File: src/rtl/twiddle_gen_multimode.sv
`default_nettype none
// ============================================================================
// Module   : twiddle_gen_multimode
// Purpose  : Streams the N/2 twiddles of one radix-2 DIF stage (N = 8..NMAX)
//            from a quarter-wave cosine table, valid/ready output.
//            Optional macro TWIDDLE_CONJ_EN adds a conj input (IFFT twiddles).
// Revision : 1.0 - initial release
// ============================================================================
module twiddle_gen_multimode #(
   parameter int WIDTH     = 16,
   parameter int LOG2_NMAX = 6
) (
   input  logic                     clk,
   input  logic                     rst_n,
   input  logic                     start,
   input  logic [3:0]               log2n,
   input  logic [3:0]               stage,
`ifdef TWIDDLE_CONJ_EN
   input  logic                     conj,
`endif
   output logic                     busy,
   output logic                     done,
   output logic                     cfg_err,
   output logic                     tw_valid,
   input  logic                     tw_ready,
   output logic signed [WIDTH-1:0]  tw_real,
   output logic signed [WIDTH-1:0]  tw_imag,
   output logic [LOG2_NMAX-2:0]     tw_exp,
   output logic                     tw_last
);

   localparam int              c_EW   = LOG2_NMAX - 1;
   localparam int              c_NMAX = 1 << LOG2_NMAX;
   localparam int              c_Q_I  = 1 << (LOG2_NMAX - 2);
   localparam logic [c_EW-1:0] c_Q    = c_EW'(c_Q_I);
   localparam logic [3:0]      c_L4   = 4'(LOG2_NMAX);

   // Elaboration-time cos via Taylor series; argument never exceeds pi/2.
   function automatic int cos_q(input int k);
      real x, term, sum;
      x    = 6.283185307179586 * real'(k) / real'(c_NMAX);
      sum  = 1.0;
      term = 1.0;
      for (int n = 1; n <= 14; n++) begin
         term = -term * x * x / real'((2 * n - 1) * (2 * n));
         sum  = sum + term;
      end
      return $rtoi(sum * real'((64'd1 << (WIDTH - 1)) - 64'd1) + 0.5);
   endfunction

   logic signed [WIDTH-1:0] w_tbl [0:c_Q_I];

   for (genvar k = 0; k <= c_Q_I; k++) begin : g_tbl
      assign w_tbl[k] = WIDTH'(cos_q(k));
   end

   typedef enum logic [0:0] {S_IDLE = 1'b0, S_RUN = 1'b1} state_t;
   state_t r_state, w_state_nxt;

   logic [3:0]              r_log2n, r_stage;
   logic [c_EW-1:0]         r_j;
   logic                    r_issue_done;
   logic                    r_busy, r_done, r_cfg_err;
   logic                    r_conj;
   logic                    r_p1_valid, r_p1_q, r_p1_last;
   logic [c_EW-1:0]         r_p1_e, r_p1_are, r_p1_aim;
   logic                    r_valid, r_last;
   logic signed [WIDTH-1:0] r_re, r_im;
   logic [c_EW-1:0]         r_exp;

   logic                    w_legal, w_accept, w_bad, w_adv, w_hs, w_issue, w_final;
   logic [c_EW-1:0]         w_mask, w_jlast, w_e, w_ep, w_are, w_aim;
   logic [3:0]              w_sh;
   logic                    w_q;
   logic signed [WIDTH-1:0] w_mre, w_mim;

   assign w_legal = (log2n >= 4'd3) && (log2n <= c_L4) && (stage < log2n);
   assign w_adv   = !r_valid || tw_ready;
   assign w_hs    = r_valid && tw_ready;
   assign w_final = (r_state == S_RUN) && w_hs && r_last;
   assign w_issue = (r_state == S_RUN) && !r_issue_done;

   always_ff @(posedge clk or negedge rst_n) begin
      if (!rst_n) r_state <= S_IDLE;
      else        r_state <= w_state_nxt;
   end

   always_comb begin
      w_state_nxt = r_state;
      w_accept    = 1'b0;
      w_bad       = 1'b0;
      case (r_state)
         S_IDLE: begin
            if (start) begin
               if (w_legal) begin
                  w_accept    = 1'b1;
                  w_state_nxt = S_RUN;
               end else begin
                  w_bad = 1'b1;
               end
            end
         end
         S_RUN:   if (w_final) w_state_nxt = S_IDLE;
         default: w_state_nxt = S_IDLE;
      endcase
   end

   // e = ((j mod (N >> (stage+1))) << stage) << (LOG2_NMAX - log2n)
   assign w_mask  = c_EW'((32'd1 << (r_log2n - r_stage - 4'd1)) - 32'd1);
   assign w_jlast = c_EW'((32'd1 << (r_log2n - 4'd1)) - 32'd1);
   assign w_sh    = r_stage + (c_L4 - r_log2n);
   assign w_e     = (r_j & w_mask) << w_sh;
   assign w_q     = (w_e >= c_Q);
   assign w_ep    = w_e - c_Q;
   assign w_are   = w_q ? (c_Q - w_ep) : w_e;
   assign w_aim   = w_q ? w_ep : (c_Q - w_e);

   assign w_mre   = w_tbl[r_p1_are];
   assign w_mim   = w_tbl[r_p1_aim];

   always_ff @(posedge clk or negedge rst_n) begin
      if (!rst_n) begin
         r_log2n      <= '0;
         r_stage      <= '0;
         r_j          <= '0;
         r_issue_done <= 1'b0;
         r_busy       <= 1'b0;
         r_done       <= 1'b0;
         r_cfg_err    <= 1'b0;
         r_conj       <= 1'b0;
         r_p1_valid   <= 1'b0;
         r_p1_q       <= 1'b0;
         r_p1_last    <= 1'b0;
         r_p1_e       <= '0;
         r_p1_are     <= '0;
         r_p1_aim     <= '0;
         r_valid      <= 1'b0;
         r_last       <= 1'b0;
         r_re         <= '0;
         r_im         <= '0;
         r_exp        <= '0;
      end else begin
         r_cfg_err <= w_bad;
         r_done    <= w_final;
         if (w_accept) begin
            r_log2n      <= log2n;
            r_stage      <= stage;
            r_j          <= '0;
            r_issue_done <= 1'b0;
            r_busy       <= 1'b1;
`ifdef TWIDDLE_CONJ_EN
            r_conj       <= conj;
`else
            r_conj       <= 1'b0;
`endif
         end else begin
            if (w_final) r_busy <= 1'b0;
            if (w_adv && w_issue) begin
               r_j <= r_j + 1'b1;
               if (r_j == w_jlast) r_issue_done <= 1'b1;
            end
         end
         // Both stages move together only when the output slot is free.
         if (w_adv) begin
            r_p1_valid <= w_issue;
            if (w_issue) begin
               r_p1_e    <= w_e;
               r_p1_are  <= w_are;
               r_p1_aim  <= w_aim;
               r_p1_q    <= w_q;
               r_p1_last <= (r_j == w_jlast);
            end
            r_valid <= r_p1_valid;
            r_last  <= r_p1_valid && r_p1_last;
            r_exp   <= r_p1_e;
            r_re    <= r_p1_q ? -w_mre : w_mre;
            r_im    <= r_conj ? w_mim : -w_mim;
         end
      end
   end

   assign busy     = r_busy;
   assign done     = r_done;
   assign cfg_err  = r_cfg_err;
   assign tw_valid = r_valid;
   assign tw_real  = r_re;
   assign tw_imag  = r_im;
   assign tw_exp   = r_exp;
   assign tw_last  = r_last;

endmodule
`default_nettype wire

File: config.mk
export PLATFORM = sky130hd
export DESIGN_NAME = twiddle_gen_multimode
export DESIGN_NICKNAME = d
export VERILOG_FILES = /design/src/rtl/twiddle_gen_multimode.sv
export SDC_FILE = /design/constraint.sdc
export NUM_CORES = 1
export LEC_CHECK = 0
export ABC_AREA = 1
export BUFFER_PORTS_ARGS = -buffer_cell sky130_fd_sc_hd__buf_2
export CORE_MARGIN = 2
export CORE_UTILIZATION = 50
export CTS_CLUSTER_SIZE = 20
export DETAILED_ROUTE_END_ITERATION = 8
export HOLD_SLACK_MARGIN = 0.15
export PLACE_DENSITY = 0.8
export SLEW_MARGIN = 25
export SYNTH_ARGS = -nofsm -noshare
export SYNTH_HDL_FRONTEND = slang
export SYNTH_SLANG_ARGS = --single-unit
File: constraint.sdc
create_clock -name clk -period 3.9 [get_ports clk]
set_clock_uncertainty 0.15 [all_clocks]
set_input_delay 0.39 -clock clk [delete_from_list [all_inputs] [get_ports clk]]
set_output_delay 0.39 -clock clk [all_outputs]
set_load 0.05 [all_outputs]
==> results.sh <==
export IMPL_status="finished, final reports clean"
export IMPL_rsz0062_at_grt="no"
export IMPL_cap_violations=0
export IMPL_r2r_end="r_p1_aim[2]$_DFFE_PN0P_"
export IMPL_ys_types=52
export IMPL_post_place_cells=823
export IMPL_hpwl_um=8137
export IMPL_postLayoutCellArea_sq_um=5630
export IMPL_worstSetupPathType="register to register"
export IMPL_seq_area_sq_um=1802
export IMPL_fmax_mhz=314.3
export IMPL_r2r_start="r_stage[0]$_DFFE_PN0P_"
export IMPL_fp_dieH_um=104.0
export IMPL_reg2reg_slack_ns=0.72
export IMPL_grt_ovfl_total=0
export IMPL_maxSlewHeadroom_pct=58.13
export IMPL_grt_max_degree=61
export IMPL_place_congestion=0.9402
export IMPL_placed_area_sq_um=5343
export IMPL_rows=36
export IMPL_drt_initial_drc_count=254
export IMPL_crit_top_cell="nand2_1"
export IMPL_drc=0
export IMPL_ys_seq_elements=72
export IMPL_cp_arrival_ns=3.28
export IMPL_synthArstFlopShare_pct=100.0
export IMPL_die_area_sq_um=10810
export IMPL_drive_above_1_share_pct=20.37
export IMPL_critPathBufInv=5
export IMPL_cpPeakStageDelay_ns=0.58
export IMPL_htree_levels=3
export IMPL_vias_per_cell=5.280
export IMPL_layout_cells_non_filler=845
export IMPL_clock_sinks=72
export IMPL_diodes=0
export IMPL_dieWidth_um=104.0
export IMPL_core_area_sq_um=9729
export IMPL_finalMaxSlewViolations=0
export IMPL_r2r_cells=19
export IMPL_cts_tree="done"
export IMPL_grt_pass1_wl_um=19380
export IMPL_syn_inst=656
export IMPL_path_cells="inv_1 -> ha_1 -> inv_1 -> fa_1 -> inv_2 -> nor2_4 -> nand2_4 -> ha_1 -> inv_1 -> nand3_1 -> nand2_4 -> nand2_1 -> ha_1 -> nand3_1 -> nand2_1 -> inv_2 -> nand2_1 -> nand3_1 -> nand2_1"
export IMPL_wl_per_cell_um=13.27
export IMPL_grt_use_total_pct=21.47
export IMPL_fin_nets=749
export IMPL_io_buffers=53
export IMPL_areaGrowthSynthToFinish_pct=12.67
export IMPL_synth_edf_count=0
export IMPL_synth_avg_cell_area_sq_um=7.618
export IMPL_numCtsBuffers=9
export IMPL_endpoint_kind="register"
export IMPL_num_io_pins=54
export IMPL_drtPass1Iterations=7
export IMPL_min_to="r_stage[0]$_DFFE_PN0P_"
export IMPL_yosysWarnings=0
export IMPL_grt_pass1_vias=4202
export IMPL_hold_viol=0
export IMPL_crit_path_start_kind="register"
export IMPL_insertion_delay_ns=0.35
export IMPL_cts_setup_buffers=0
export IMPL_hold_path_class="input pin to register"
export IMPL_worstMarginPinSlew_ns=0.6281
export IMPL_hold_ws_ns=0.1755
export IMPL_critical_path_top_delay_family="adder cells"
export IMPL_timing_final_crit_share_pct=81.57
export IMPL_tns_ns=0
export IMPL_multiInputGateArea_sq_um=2803
export IMPL_syn_nets=698
export IMPL_cp_required_ns=4.00
export IMPL_clk_path_buf_depth=2
export IMPL_cts_resized=0
export IMPL_dr_total_vias=4462
export IMPL_synthesis_area_sq_um=4997
export IMPL_setup_viol=0
export IMPL_period_minus_slack_ns=3.181
export IMPL_yosysSeqAreaShare_pct=36.05
export IMPL_clkSlewWorstSetupHoldPaths_ns=0.09
export IMPL_hold_path_startpoint="stage[0]"
export IMPL_start_util_pct=51.36
export IMPL_fill_cells=898
export IMPL_antenna_found_initial=0
export IMPL_crit_path_top_delay_cell="fa_1"
export IMPL_final_antenna_net_count=0
export IMPL_drt_total_wl_um=11220
export IMPL_worstPathMaxFanout=7
export IMPL_ctsHoldBuffers=6
export IMPL_worstHoldPathCells=3
export IMPL_cts_root_buffer="clkbuf_8"
export IMPL_synthFlopType="dfrtp_1"
[sequential cells by signal, indices dropped and copies added (netlist names)]
signal,flops
r_p1_q,1
tw_exp,5
done,1
tw_imag,16
r_j,5
tw_real,16
r_p1_valid,1
r_state,1
tw_last,1
r_p1_are,4
r_issue_done,1
busy,1
r_p1_e,4
cfg_err,1
r_p1_aim,4
r_p1_last,1
tw_valid,1
r_log2n,4
r_stage,4
[worst max-delay path by stage]
stage | end | depth (start not counted) | slack, ns | start
after floorplan | r_p1_aim[2]$_DFFE_PN0P_ | 19 | 1.02 | r_stage[0]$_DFFE_PN0P_
after global placement | r_p1_aim[2]$_DFFE_PN0P_ | 19 | 0.89 | r_stage[0]$_DFFE_PN0P_
after detailed placement | r_p1_aim[2]$_DFFE_PN0P_ | 19 | 0.75 | r_stage[0]$_DFFE_PN0P_
after CTS | r_p1_aim[2]$_DFFE_PN0P_ | 19 | 0.72 | r_stage[0]$_DFFE_PN0P_
after global routing | r_p1_aim[2]$_DFFE_PN0P_ | 19 | 0.55 | r_stage[0]$_DFFE_PN0P_
final | r_p1_aim[2]$_DFFE_PN0P_ | 19 | 0.72 | r_stage[0]$_DFFE_PN0P_
[metal layers]
metal / share of wire [%] / up-vias / track usage [%]
li1: - / 2228 / -
met1: 45 / 2042 / 28.72
met2: 47 / 165 / 35.67
met3: 6.0 / 27 / 3.885
met4: 1.9 / 0 / 6.274
met5: 0 / - / 0
[per-stage QoR]
stage / util [%] / setup slack [ns]
6_report: 57.87 / 0.7188
4_1_cts: 57.87 / 0.7210
2_1_floorplan: - / 1.018
3_3_place_gp: 54.91 / 0.8907
5_1_grt: 57.87 / 0.5471
3_5_place_dp: 54.91 / 0.7466
[layout by cell type (no fill, tap or decap), types with 3 or more instances in the layout]
| master | netlist | final |
|---|---|---|
| nor2_4 | 4 | 5 |
| dlygate4sd3_1 | 0 | 6 |
| o21ai_1 | 13 | 13 |
| o22ai_1 | 3 | 3 |
| nor2_2 | 7 | 7 |
| dfrtp_1 | 72 | 72 |
| a31oi_1 | 4 | 4 |
| nand3_1 | 42 | 42 |
| ha_1 | 28 | 28 |
| nand3_2 | 10 | 10 |
| inv_2 | 11 | 11 |
| inv_1 | 61 | 61 |
| buf_2 | 7 | 53 |
| a21oi_1 | 21 | 21 |
| nand2_4 | 11 | 11 |
| o21ai_0 | 54 | 54 |
| xnor2_1 | 9 | 9 |
| o211ai_1 | 4 | 4 |
| nor2_1 | 52 | 51 |
| nand2_2 | 11 | 11 |
| xor2_1 | 9 | 9 |
| nand2_1 | 167 | 167 |
| nor3_2 | 3 | 4 |
| buf_4 | 4 | 3 |
| clkbuf_8 | 0 | 10 |
| nor3_1 | 7 | 6 |
[cells by family after synthesis]
logic type | Yosys count | synth area share [%]
buf+inv | 97 | 8.112
simple gates | 323 | 31.10
fa+ha+maj | 30 | 7.812
xor+xnor | 20 | 3.806
flops | 72 | 36.05
compound gates | 114 | 13.12
[cells in the mapped netlist, types with 2 or more instances]
library cell | n | area share, %
a21oi_1 | 21 | 2.1
a31oi_1 | 4 | 0.50
buf_2 | 7 | 0.70
buf_4 | 4 | 0.60
buf_6 | 2 | 0.45
clkbuf_1 | 8 | 0.60
clkinv_1 | 2 | 0.15
dfrtp_1 | 72 | 36
fa_1 | 2 | 0.80
ha_1 | 28 | 7.0
inv_1 | 61 | 4.6
inv_2 | 11 | 0.83
nand2_1 | 167 | 13
nand2_2 | 11 | 1.4
nand2_4 | 11 | 2.5
nand3_1 | 42 | 4.2
nand3_2 | 10 | 2.0
nand3b_1 | 2 | 0.30
nand4_1 | 2 | 0.25
nor2_1 | 52 | 3.9
nor2_2 | 7 | 0.88
nor2_4 | 4 | 0.90
nor3_1 | 7 | 0.70
nor3_2 | 3 | 0.60
o211ai_1 | 4 | 0.60
o211ai_2 | 2 | 0.50
o21ai_0 | 54 | 5.4
o21ai_1 | 13 | 1.3
o21ai_2 | 2 | 0.35
o22ai_1 | 3 | 0.38
xnor2_1 | 9 | 1.6
xor2_1 | 9 | 1.6
[worst min-delay path, delay by kind of cell]
| family | cells | cell delay (ns) |
|---|---|---|
| AO/OA/AOI/OAI | 1 | 0.09 |
| buffers and inverters | 2 | 0.15 |
[cell type report]
cell class	count	area share (%)
Clock inverter	6	1.600
Multi-Input combinational cell	487	49.78
Timing Repair Buffer	62	6.178
Clock buffer	10	2.444
Sequential cell	72	32.00
Tap cell	133	2.956
Inverter	75	5.044
Power is not shown: default switching activity piles up to over one toggle a cycle in this logic, so the estimate is an artifact.
